[src/rtl/apb_completer_if.sv]
// APB bus bundle between a requester and the apb_completer register file.
// The master modport is the requester side; slave is the completer side.
interface apb_completer_if #(
    parameter int ADDR_WIDTH = 32,
    parameter int DATA_WIDTH = 32
);
    logic                    psel;
    logic                    penable;
    logic                    pwrite;
    logic [ADDR_WIDTH-1:0]   paddr;
    logic [DATA_WIDTH-1:0]   pwdata;
    logic [DATA_WIDTH/8-1:0] pstrb;
    logic [DATA_WIDTH-1:0]   prdata;
    logic                    pready;
    logic                    pslverr;

    modport master (
        output psel, penable, pwrite, paddr, pwdata, pstrb,
        input  prdata, pready, pslverr
    );

    modport slave (
        input  psel, penable, pwrite, paddr, pwdata, pstrb,
        output prdata, pready, pslverr
    );
endinterface

[src/rtl/apb_completer.sv]
// APB completer with a byte-strobed register file, programmable wait states,
// and pslverr on unaligned, out-of-range or protocol-violating transfers.
module apb_completer #(
    parameter int ADDR_WIDTH  = 32,
    parameter int DATA_WIDTH  = 32,
    parameter int NUM_REGS    = 16,
    parameter int WAIT_STATES = 1
) (
    input  logic            pclk,
    input  logic            preset,
    apb_completer_if.slave  bus
);
    localparam int NLANES = DATA_WIDTH / 8;
    localparam int WORD_W = ADDR_WIDTH - 2;
    localparam int IDX_W  = (NUM_REGS > 1) ? $clog2(NUM_REGS) : 1;
    localparam logic [3:0] WS = 4'(WAIT_STATES);

    typedef enum logic [1:0] {
        S_IDLE,
        S_ACCESS,
        S_ERR
    } state_t;

    state_t                  r_state;
    logic [3:0]              r_cnt;
    logic [ADDR_WIDTH-1:0]   r_addr;
    logic                    r_write;
    logic [DATA_WIDTH-1:0]   r_wdata;
    logic [NLANES-1:0]       r_strb;
    logic [DATA_WIDTH-1:0]   r_prdata;
    logic                    r_pready;
    logic                    r_pslverr;
    logic [DATA_WIDTH-1:0]   r_regs [NUM_REGS];

    logic                    w_in_err;
    logic                    w_lat_err;
    logic [IDX_W-1:0]        w_in_idx;
    logic [IDX_W-1:0]        w_lat_idx;
    logic [DATA_WIDTH-1:0]   w_in_rdata;
    logic [DATA_WIDTH-1:0]   w_lat_rdata;
    logic [DATA_WIDTH-1:0]   w_merged;
    logic                    w_violation;

    function automatic logic addr_err(input logic [ADDR_WIDTH-1:0] a);
        return (a[1:0] != 2'b00) || (a[ADDR_WIDTH-1:2] >= WORD_W'(NUM_REGS));
    endfunction

    // Input-side decode is only needed for the zero-wait-state response,
    // which must be formed at the setup edge before anything is latched.
    assign w_in_err    = addr_err(bus.paddr);
    assign w_lat_err   = addr_err(r_addr);
    assign w_in_idx    = bus.paddr[IDX_W+1:2];
    assign w_lat_idx   = r_addr[IDX_W+1:2];
    assign w_in_rdata  = r_regs[w_in_idx];
    assign w_lat_rdata = r_regs[w_lat_idx];

    assign w_violation = !bus.psel || (bus.paddr != r_addr) || (bus.pwrite != r_write);

    always_comb begin
        w_merged = w_lat_rdata;
        for (int unsigned i = 0; i < NLANES; i++) begin
            if (r_strb[i]) begin
                w_merged[8*i +: 8] = r_wdata[8*i +: 8];
            end
        end
    end

    always_ff @(posedge pclk) begin
        if (preset) begin
            r_state   <= S_IDLE;
            r_cnt     <= '0;
            r_addr    <= '0;
            r_write   <= 1'b0;
            r_wdata   <= '0;
            r_strb    <= '0;
            r_prdata  <= '0;
            r_pready  <= 1'b0;
            r_pslverr <= 1'b0;
            for (int unsigned i = 0; i < NUM_REGS; i++) begin
                r_regs[i] <= '0;
            end
        end else begin
            case (r_state)
                S_IDLE: begin
                    if (bus.psel && !bus.penable) begin
                        r_addr  <= bus.paddr;
                        r_write <= bus.pwrite;
                        r_wdata <= bus.pwdata;
                        r_strb  <= bus.pstrb;
                        r_cnt   <= WS;
                        r_state <= S_ACCESS;
                        if (WAIT_STATES == 0) begin
                            r_pready  <= 1'b1;
                            r_pslverr <= w_in_err;
                            r_prdata  <= (!bus.pwrite && !w_in_err) ? w_in_rdata : '0;
                        end
                    end
                end

                S_ACCESS: begin
                    if (w_violation) begin
                        r_state   <= S_ERR;
                        r_pready  <= 1'b1;
                        r_pslverr <= 1'b1;
                        r_prdata  <= '0;
                    end else if (!r_pready) begin
                        if (r_cnt > 4'd1) begin
                            r_cnt <= r_cnt - 4'd1;
                        end else begin
                            r_cnt     <= '0;
                            r_pready  <= 1'b1;
                            r_pslverr <= w_lat_err;
                            r_prdata  <= (!r_write && !w_lat_err) ? w_lat_rdata : '0;
                        end
                    end else if (bus.penable) begin
                        if (r_write && !w_lat_err) begin
                            r_regs[w_lat_idx] <= w_merged;
                        end
                        r_pready  <= 1'b0;
                        r_pslverr <= 1'b0;
                        r_prdata  <= '0;
                        r_state   <= S_IDLE;
                    end
                end

                S_ERR: begin
                    r_pready  <= 1'b0;
                    r_pslverr <= 1'b0;
                    r_prdata  <= '0;
                    r_state   <= S_IDLE;
                end

                default: begin
                    r_state <= S_IDLE;
                end
            endcase
        end
    end

    assign bus.prdata  = r_prdata;
    assign bus.pready  = r_pready;
    assign bus.pslverr = r_pslverr;
endmodule

[src/flat_wrapper.sv]
// flat-port wrapper written by rule: the top's interface ports become plain ports
module apb_completer_flat 
#(
    parameter int ADDR_WIDTH  = 32,
    parameter int DATA_WIDTH  = 32,
    parameter int NUM_REGS    = 16,
    parameter int WAIT_STATES = 1
)
  (pclk, preset, bus_psel, bus_penable, bus_pwrite, bus_paddr, bus_pwdata, bus_pstrb, bus_prdata, bus_pready, bus_pslverr);
  apb_completer_if #(.ADDR_WIDTH(ADDR_WIDTH), .DATA_WIDTH(DATA_WIDTH)) bus_i ();
  input  logic pclk;
  input  logic preset;
  input wire logic [$bits(bus_i.psel)-1:0] bus_psel;
  input wire logic [$bits(bus_i.penable)-1:0] bus_penable;
  input wire logic [$bits(bus_i.pwrite)-1:0] bus_pwrite;
  input wire logic [$bits(bus_i.paddr)-1:0] bus_paddr;
  input wire logic [$bits(bus_i.pwdata)-1:0] bus_pwdata;
  input wire logic [$bits(bus_i.pstrb)-1:0] bus_pstrb;
  output wire logic [$bits(bus_i.prdata)-1:0] bus_prdata;
  output wire logic [$bits(bus_i.pready)-1:0] bus_pready;
  output wire logic [$bits(bus_i.pslverr)-1:0] bus_pslverr;
  assign bus_i.psel = bus_psel;
  assign bus_i.penable = bus_penable;
  assign bus_i.pwrite = bus_pwrite;
  assign bus_i.paddr = bus_paddr;
  assign bus_i.pwdata = bus_pwdata;
  assign bus_i.pstrb = bus_pstrb;
  assign bus_prdata = bus_i.prdata;
  assign bus_pready = bus_i.pready;
  assign bus_pslverr = bus_i.pslverr;
  apb_completer #(.ADDR_WIDTH(ADDR_WIDTH), .DATA_WIDTH(DATA_WIDTH), .NUM_REGS(NUM_REGS), .WAIT_STATES(WAIT_STATES)) u_core (.pclk(pclk), .preset(preset), .bus(bus_i));
endmodule
[config.mk]
export PLATFORM = sky130hd
export DESIGN_NAME = apb_completer_flat
export DESIGN_NICKNAME = d
export VERILOG_FILES = /design/src/rtl/apb_completer_if.sv /design/src/rtl/apb_completer.sv /design/src/flat_wrapper.sv
export SDC_FILE = /design/constraint.sdc
export NUM_CORES = 1
export LEC_CHECK = 0
export ABC_CLOCK_PERIOD_IN_PS = 4370
export CAP_MARGIN = 5
export CORE_MARGIN = 2
export CORE_UTILIZATION = 45
export CTS_CLUSTER_SIZE = 20
export DETAILED_ROUTE_END_ITERATION = 12
export REMOVE_ABC_BUFFERS = 1
export SETUP_SLACK_MARGIN = 0.5
export SLEW_MARGIN = 40
export SYNTH_ARGS = -nofsm -noshare
export SYNTH_HDL_FRONTEND = slang
export SYNTH_SLANG_ARGS = --single-unit
[constraint.sdc]
create_clock -name pclk -period 4.37 [get_ports pclk]
set_input_delay 0.874 -clock pclk [delete_from_list [all_inputs] [get_ports pclk]]
set_output_delay 0.874 -clock pclk [all_outputs]
set_load 0.05 [all_outputs]
==> results of run 1 <==
metrics by stage:
stage / std cells / TNS [ns] / instance area (sq um) / hold WS (ns) / util
2_1_floorplan: 1800 / -1659.60 / 26100 / 0.430 / -
3_3_place_gp: 2781 / 0 / 29300 / 0.444 / 0.496
3_5_place_dp: 2781 / 0 / 29300 / 0.449 / 0.496
4_1_cts: 2904 / 0 / 31500 / 0.457 / 0.533
5_1_grt: 2904 / 0 / 31500 / 0.473 / 0.533
6_report: 2904 / 0 / 31500 / 0.455 / 0.533
registers in the layout, summed over array words and instances, names as in the netlist, 2 cells and up, named ones only:
register           cells
u_core.r_wdata        32
u_core.r_cnt           4
u_core.r_state         2
u_core.r_strb          4
u_core.bus.prdata     32
u_core.r_regs        512
u_core.r_addr         32
power by group:
group / internal [mW] / total [mW] / switching (mW)
registers: 6.70 / 6.83 / 0.132
clock network: 3.36 / 5.69 / 2.33
logic: 0.523 / 1.26 / 0.733
cell type report:
cell class	count	area share
clock buffer	96	0.0633
clock inverter	27	0.00676
inverter	5	0.000596
multi-input combinational	1170	0.272
sequential	625	0.561
tap	773	0.0307
timing repair buffer	208	0.0655
cells by family after synthesis:
| kind of cell | share of synthesized area |
|---|---|
| AND/OR/NAND/NOR | 0.126 |
| flip-flops | 0.656 |
| buffers and inverters | 0.0297 |
| XOR/XNOR | 0.0110 |
| adder cells (fa/ha/maj) | 0.00233 |
| multiplexers | 0.159 |
| AO/OA/AOI/OAI | 0.0168 |
routing by layer:
| layer | part of all wire | vias to the layer above |
|---|---|---|
| met1 | 0.42 | 8553 |
| met5 | 0 | - |
| li1 | - | 7300 |
| met3 | 0.060 | 105 |
| met2 | 0.49 | 576 |
| met4 | 0.022 | 0 |
worst max-delay path, cell delays in order:
cell and delay, ns:
clkdlybuf4s50_1 0.54, xor2_1 0.23, nor4_1 0.27, nand3_1 0.26, or3_1 0.56, o21a_2 0.50
buf_12 0.30, mux2i_1 0.14
worst paths after layout:
path,from,end,slack (ns),cells past startpoint
setup / recovery,bus_paddr[4],u_core.bus.prdata[24]$_SDFFE_PP0P_,1.13,8
hold / removal,u_core.r_wdata[31]$_SDFFE_PP0P_,u_core.r_wdata[31]$_SDFFE_PP0P_,0.45,2
hold reg to reg,u_core.r_wdata[31]$_SDFFE_PP0P_,u_core.r_wdata[31]$_SDFFE_PP0P_,0.45,2
setup reg to reg,flop,u_core.r_regs[5][29]$_SDFFCE_PN0P_,1.25,6
synth_stat cells, types with 2 or more instances:
| master | number | share of area |
|---|---|---|
| a21oi_1 | 73 | 0.014 |
| buf_4 | 32 | 0.0089 |
| xor2_1 | 20 | 0.0065 |
| o21ai_0 | 6 | 0.0011 |
| or4_1 | 5 | 0.0014 |
| nand4_1 | 9 | 0.0021 |
| o21a_1 | 2 | 0.00056 |
| clkbuf_1 | 103 | 0.014 |
| nand3_1 | 15 | 0.0028 |
| edfxtp_1 | 512 | 0.57 |
| mux2i_1 | 66 | 0.025 |
| buf_1 | 6 | 0.00084 |
| buf_2 | 15 | 0.0028 |
| ha_1 | 5 | 0.0023 |
| nor2_1 | 520 | 0.073 |
| inv_1 | 5 | 0.00070 |
| nor2b_1 | 4 | 0.00093 |
| o31ai_1 | 2 | 0.00056 |
| nor4_1 | 14 | 0.0033 |
| buf_6 | 5 | 0.0021 |
| and2_1 | 5 | 0.0012 |
| nand2_1 | 180 | 0.025 |
| mux4_2 | 160 | 0.13 |
| nand2b_1 | 56 | 0.013 |
| xnor2_1 | 12 | 0.0039 |
| or3_1 | 3 | 0.00070 |
| dfxtp_1 | 113 | 0.084 |
==> results.md, run 1 <==
* Status: complete, no violations
* FP Rows at 89
* Largest net degree at the start of global routing at 61
* CTS root buf: clkbuf_16
* Fill count at slightly below 5k
* DRT antenna net count at 0
* Grt peak-use layer: met2
* Die Ht at between 200 and 250 um
* Final Critical Period at between 3 and 4 ns
* Via density at roughly 5.7
* Met2 GRT Util at 0.393
* Total number of vias at 16.5k
* DIE WIDTH at approximately 250 um
* Ys flop type: edfxtp_1
* DR iter-0 viols at between 1.5k and 2k
* Most common cell after layout, fill and taps aside: nor2_1
* Clock skew at around 0.019 ns
* VDD IR max at 0.000266 V
* Crit start category: input pin
* Port bufs at approximately 110
* Fraction of registers with async set/reset at 0
* Reg clk slew, reported paths at 0.06 ns
* Grt total ovfl at 0
* Post-DP HPWL at around 43 mm
* GRT Util Overall at 0.234
* Critical Path RT at approximately 4.8 ns
* Max H-tree Level at 3
* Final worst slack at ~1.1 ns
* Number of synthesized flops with an enable pin at 512
* Area grow syn2layout at 17.0%
* # resized after CTS at 0
* IO Pins at ~110
* CTS Buf Count at 68
* Post-CTS Setup Inserts at 0
* Crit end category: flop
* Clock latency on the worst-skew pair at around 0.61 ns
* Yosys reg bits at approximately 630
* Pwr Density at between 400 and 500 nW/um^2
* Commonest non-fill, non-tap cells in the layout: 519 x nor2_1, 512 x edfxtp_1, 180 x nand2_1, 160 x mux4_2, 108 x dfxtp_1
* Mean Syn Cell Area at ~14 sq um
* Setup violators final at 0
* RSZ-0062 raised after global routing: false
* Mapped cell area at about 27000 sq um
* Pleak at roughly 10 nW
* WL final at approximately 70 mm
* Setup CP Type: input pin to flop
* Max clock buf depth at 3
* Nets at between 2k and 2.5k
* Residual DRC count at 0
* TritonCTS clock tree: done
* Synth warn at 0
* Core area at 59000 sq um
* Layout cells sized above 1 at 0.189
* Crit path max fanout at 18
* CTS Hold Buffers Added at 0
* Initial antenna violation count at 0
* First-pass DRT Iterations at 5
* Dpl ws at between 0.5 and 0.6 ns
* Final hold violations at 0
* GR Layer Usage met3 at 0.0330
* Worst min-delay path class: flop to flop
* Multi-input logic area at around 8600 sq um
* Diode count at 0
* Global-route wire length before repair at 108 mm
* Arrival @ worst endpoint at 3.71 ns
* Fmax at approximately 0.31 GHz
* Number of global-route vias before repair at roughly 17k
* DR WL/cell at between 20 and 25 um
* Sequential cell area at about 18000 sq um
* Slew margin rel. at 0.482
* Cell variety after synth at 40
* Met1 Use GR at 0.320
* Slew of the pin with the lowest slew margin at around 0.78 ns
* Initial Util at 0.456
* Seq/Total Area, Yosys at 0.656
* Max Cap Viol at 0
* Post-route clock period utilization at 0.741
* Sink Count at 625
* Mapped Cells at roughly 2k
* GP Congestion at 0.802
* Pwr Total at around 14 mW
* DIE AREA at between 60000 and 70000 sq um
* Final slew viol count at 0
No activity file was read; power rests on OpenSTA's default activity.
==> run 2, diff against run 1 <==
--- a/config.mk
+++ b/config.mk
@@ -5,7 +5,7 @@
 export SDC_FILE = /design/constraint.sdc
 export NUM_CORES = 1
 export LEC_CHECK = 0
-export ABC_CLOCK_PERIOD_IN_PS = 4370
+export ABC_CLOCK_PERIOD_IN_PS = 3290
 export CAP_MARGIN = 5
 export CORE_MARGIN = 2
 export CORE_UTILIZATION = 45
==> constraint.sdc (replaced) <==
create_clock -name pclk -period 3.29 [get_ports pclk]
set_input_delay 0.658 -clock pclk [delete_from_list [all_inputs] [get_ports pclk]]
set_output_delay 0.658 -clock pclk [all_outputs]
set_load 0.05 [all_outputs]
==> run 2 against run 1 <==
Effect of this change:
- core utilization grew 1.4 points
- non-clock buffer count increased by 23
- critical path depth shrank 2
- critical path type is now flop to flop
- critical endpoint is now u_core.r_regs[4][14]$_SDFFCE_PN0P_
- highest routed layer unchanged
==> results.md, run 2 (same netlist as run 1, synthesis figures left out) <==
* Area grow syn2layout at 20.2%
* Max clock buf depth at 3
* Final worst slack at 0.543 ns
* CTS root buf: clkbuf_16
* Dpl ws at -0.0736 ns
* Critical Path RT at around 3.6 ns
* Sink Count at 625
* WL final at around 74 mm
* Final hold violations at 0
* Number of global-route vias before repair at 16.7k
* Hold path start: bus_paddr[20]
* Clock skew at 0.0212 ns
* WHS at approximately 0.34 ns
* Crit end category: flop
* Nets at about 2.2k
* Die Ht at 248 um
* Worst min-delay path class: input pin to flop
* Post-route clock period utilization at 0.835
* Diode count at 0
* Residual DRC count at 0
* Max reg flops at 512
* Final Util at 0.548
* Pwr Density at just under 600 nW/um^2
* Via density at about 5.7
* First-pass DRT Iterations at 5
* DIE WIDTH at around 250 um
* Fill count at between 4k and 5k
* Setup CP Type: flop to flop
* Max H-tree Level at 3
* Total number of vias at ~17k
* IO Pins at 107
* Dpl cells at approximately 2.8k
* TritonCTS clock tree: done
* Placed cell areas at 29700 sq um
* Port bufs at between 100 and 150
* Pleak at between 10 and 15 nW
* FP Rows at 89
* Crit start category: flop
* Initial antenna violation count at 0
* Global-route wire length before repair at 108 mm
* RR Endpoint: u_core.r_regs[4][14]$_SDFFCE_PN0P_
* Finished Layout Cells at between 2k and 3k
* Final slew viol count at 0
* GP Congestion at approximately 0.82
* Biggest register: u_core.r_regs
* DRT antenna net count at 0
* Cells on worst reg2reg path at 6
* Final instance area at 32300 sq um
* GRT Util Overall at 0.235
* Multi-input logic area at 8640 sq um
* Core area at 59000 sq um
* Crit path max fanout at 32
* Final setup TNS at 0 ns
* Hold Path End: u_core.r_addr[20]$_SDFFE_PP0P_
* Internal reg-to-reg setup slack at ~0.54 ns
* Status: complete, no violations
* Sequential cell area at 17700 sq um
* VDD IR max at about 0.00036 V
* Clock latency on the worst-skew pair at between 0.6 and 0.7 ns
* Reg clk slew, reported paths at 0.06 ns
* Hold Crit Depth at 3
* Slew of the pin with the lowest slew margin at 0.782 ns
* DIE AREA at between 60000 and 70000 sq um
* CTS Buf Count at ~70
* Max Cap Viol at 0
* DR WL/cell at roughly 25 um
* Commonest non-fill, non-tap cells in the layout: 519 x nor2_1, 512 x edfxtp_1, 180 x nand2_1, 160 x mux4_2, 104 x dfxtp_1
* Largest net degree at the start of global routing at between 80 and 90
* Arrival @ worst endpoint at 3.07 ns
* Most common cell after layout, fill and taps aside: nor2_1
* DR iter-0 viols at roughly 1.9k
* Layout cells sized above 1 at 0.201
* Setup violators final at 0
* Pwr Total at 18.6 mW
* Fmax at roughly 0.36 GHz
* Final Critical Period at between 2 and 3 ns
* RSZ-0062 raised after global routing: true
* Slew margin rel. at 0.478
* Grt total ovfl at 0
* Post-DP HPWL at 43.0 mm
* Initial Util at 0.456
-- run 2: timing repair --
action                                  in CTS  in global routing
endpoints found under the setup margin       0                618
resized for setup                            0                 46
hold buffers                                 0                  0
setup buffers                                0                  6
-- run 2: worst max path at each step --
stage                                        from                            endpoint  cells after the start
floorplan                                    flop  u_core.r_regs[15][0]$_SDFFCE_PN0P_                      4
global placement                    bus_paddr[16]  u_core.r_regs[7][31]$_SDFFCE_PN0P_                      9
CTS                                          flop   u_core.r_regs[5][8]$_SDFFCE_PN0P_                      6
global route        u_core.r_addr[6]$_SDFFE_PP0P_  u_core.r_regs[3][11]$_SDFFCE_PN0P_                      9
finish                                       flop  u_core.r_regs[4][14]$_SDFFCE_PN0P_                      6
detailed placement                  bus_paddr[10]  u_core.r_regs[7][31]$_SDFFCE_PN0P_                      9
-- run 2: routing by layer --
metal | share of wire | wire length (um) | vias to the layer above | track usage
li1 | - | - | 7356 | -
met3 | 0.075 | 5550 | 100 | 0.0370
met4 | 0.020 | 1510 | 0 | 0.0660
met5 | 0 | 0 | - | 0
met1 | 0.41 | 30500 | 8678 | 0.326
met2 | 0.49 | 36300 | 668 | 0.387
-- run 2: area by class of cell --
type	count	area share
well taps	773	0.0299
flip-flops and latches	625	0.546
clock inverters	32	0.0102
multi-input cells	1170	0.267
clock buffers	92	0.0600
repair buffers	231	0.0858
inverters	5	0.000581
-- run 2: critical path: stages (launching register included) --
cell	delay (ns)
dfxtp_4	0.50
buf_12	0.30
mux4_2	0.61
mux4_2	0.52
mux2i_1	0.14
buf_4	0.26
nor2_1	0.07
-- run 2: power breakdown --
group	switching, mW	internal [mW]
Combinational	1.02	0.760
Sequential	0.169	8.90
Clock	3.11	4.68
Total	4.29	14.3
==> run 3, diff against run 2 <==
--- a/config.mk
+++ b/config.mk
@@ -5,7 +5,7 @@
 export SDC_FILE = /design/constraint.sdc
 export NUM_CORES = 1
 export LEC_CHECK = 0
-export ABC_CLOCK_PERIOD_IN_PS = 3290
+export ABC_CLOCK_PERIOD_IN_PS = 2230
 export CAP_MARGIN = 5
 export CORE_MARGIN = 2
 export CORE_UTILIZATION = 45
==> constraint.sdc (replaced) <==
create_clock -name pclk -period 2.23 [get_ports pclk]
set_input_delay 0.446 -clock pclk [delete_from_list [all_inputs] [get_ports pclk]]
set_output_delay 0.446 -clock pclk [all_outputs]
set_load 0.05 [all_outputs]
==> run 3 against run 2 <==
Effect of this change:
- the flow now finishes with violations (setup timing)
- core utilization grew 2.5 points
- largest power group unchanged
- sequential power grew 47%
- global-route usage grew 0.14 points
- highest routed layer unchanged
- die area is the same
==> results.md, run 3 (same netlist as run 1, synthesis figures left out) <==
* Grt total ovfl at 0
* Worst min-delay path class: input pin to flop
* Core area at 59000 sq um
* Initial antenna violation count at 0
* Status: finished with violations
* TritonCTS clock tree: done
* First-pass DRT Iterations at 5
* Dpl cells at 2881
* Critical Path RT at 2.56 ns
* Residual DRC count at 0
* Internal reg-to-reg setup slack at -0.41 ns
* Pwr Density at between 800 and 900 nW/um^2
* Layout cells sized above 1 at 0.258
* Final Critical Period at approximately 2.6 ns
* Slew of the pin with the lowest slew margin at 0.766 ns
* Slew margin rel. at 0.489
* CTS Buf Count at between 60 and 70
* CTS Hold Buffers Added at 0
* Most common cell after layout, fill and taps aside: edfxtp_1
* Sequential cell area at around 18000 sq um
* Arrival @ worst endpoint at 2.97 ns
* Sink Count at 625
* WL final at 75.2 mm
* Final hold violations at 0
* Dpl ws at -0.940 ns
* Clock skew at 0.0189 ns
* IO Pins at approximately 110
* Total number of vias at approximately 17k
* CTS root buf: clkbuf_16
* Setup CP Type: flop to flop
* Final worst slack at -0.414 ns
* DRT antenna net count at 0
* Clock latency on the worst-skew pair at roughly 0.60 ns
* Largest net degree at the start of global routing at 67
* Multi-input logic area at between 8000 and 9000 sq um
* Fill count at roughly 4.7k
* Crit path max fanout at 16
* Cells on worst reg2reg path at 7
* GP Congestion at between 0.8 and 0.9
* Pleak at 11.3 nW
* Initial Util at 0.456
* Hold Crit Depth at 3
* Number of global-route vias before repair at between 15k and 20k
* DIE AREA at around 60000 sq um
* Post-DP HPWL at approximately 44 mm
* RSZ-0062 raised after global routing: true
* DR iter-0 viols at between 1.5k and 2k
* RR Endpoint: u_core.r_regs[6][11]$_SDFFCE_PN0P_
* Finished Layout Cells at 3040
* Hold Path End: u_core.r_wdata[22]$_SDFFE_PP0P_
* Max clock buf depth at 3
* Max H-tree Level at 3
* Global-route wire length before repair at roughly 110 mm
* VDD IR max at 0.000546 V
* FP Rows at 89
* DIE WIDTH at 248 um
* Reg clk slew, reported paths at roughly 0.060 ns
* Die Ht at approximately 250 um
* Biggest register: u_core.r_regs
* Crit end category: flop
* Hold path start: bus_pwdata[22]
* Final slew viol count at 0
* DR WL/cell at around 25 um
* Fmax at ~0.38 GHz
* Max Cap Viol at 0
* Crit start category: flop
* Final setup TNS at -300.64 ns
* Post-route clock period utilization at 1.19
* Setup violators final at 1065
* GRT Util Overall at 0.237
* Area grow syn2layout at 25.6%
* Via density at about 5.7
* Diode count at 0
* Commonest non-fill, non-tap cells in the layout: 512 x edfxtp_1, 507 x nor2_1, 180 x nand2_1, 160 x mux4_2, 124 x buf_4
* Failing checks: setup timing
* Port bufs at between 100 and 150
* Max reg flops at 512
* Nets at 2294
-- run 3: cell count changes in the layout (fill, tap and decap cells not counted), moves of 12 or more --
cell,delta
buf_4,+61
dlymetal6s2s_1,-15
buf_6,+45
clkdlybuf4s50_1,+15
mux2i_4,+18
nor2_1,-12
mux2i_1,-20
-- run 3: routing by layer --
layer / vias to the layer above / GRT usage / share of wire
met3: 113 / 0.0374 / 0.077
met1: 8928 / 0.325 / 0.41
met4: 0 / 0.0727 / 0.022
met5: - / 0 / 0
met2: 776 / 0.390 / 0.49
li1: 7588 / - / -
-- run 3: critical path, stage by stage, from the launching register on --
cell and delay [ns]:
dfxtp_4 0.43, buf_4 0.20, clkbuf_16 0.20, mux4_2 0.53
mux4_2 0.52, mux2i_1 0.22, buf_6 0.20, nor2_1 0.06
-- run 3: worst max-delay path by stage --
stage                     slack [ns]                                  end          from  cells past startpoint
final                          -0.41   u_core.r_regs[6][11]$_SDFFCE_PN0P_          flop                      7
after global routing           -0.51  u_core.r_regs[13][11]$_SDFFCE_PN0P_          flop                      7
after CTS                      -0.37    u_core.r_regs[6][5]$_SDFFCE_PN0P_          flop                      7
after detailed placement       -0.94    u_core.r_regs[3][9]$_SDFFCE_PN0P_  bus_paddr[8]                      9
after global placement         -0.92    u_core.r_regs[3][8]$_SDFFCE_PN0P_  bus_paddr[8]                      9
after floorplan                -5.21   u_core.r_regs[15][0]$_SDFFCE_PN0P_          flop                      4
-- run 3: power by group --
part / internal, mW / switching, mW / total, mW
combinational: 1.53 / 1.71 / 3.24
sequential: 13.1 / 0.202 / 13.3
clock: 7.20 / 4.57 / 11.8
total: 21.9 / 6.49 / 28.3
-- run 3: area by class of cell --
type,instances,share of cell area
Clock buffer,89,0.0567
Tap cell,773,0.0286
Multi-Input combinational cell,1170,0.264
Inverter,5,0.000556
Clock inverter,31,0.0120
Timing Repair Buffer,347,0.115
Sequential cell,625,0.523
-- run 3: timing repair --
action | 4_1_cts | 5_1_grt
setup buffers | 3 | 16
pin swaps | 4 | 2
endpoints found under the setup margin | 1115 | 1169
gates resized for setup | 33 | 143
cloned | 0 | 20
-- run 3: stage by stage --
step / power [mW] / utilization / area, sq um / hold WS [ns]
after floorplan: 15.0 / - / 26100 / 0.430
after global placement: 16.3 / 0.515 / 30400 / 0.443
after detailed placement: 16.4 / 0.515 / 30400 / 0.448
after CTS: 28.1 / 0.557 / 32900 / 0.370
after global routing: 29.2 / 0.572 / 33800 / 0.402
final: 28.3 / 0.572 / 33800 / 0.394
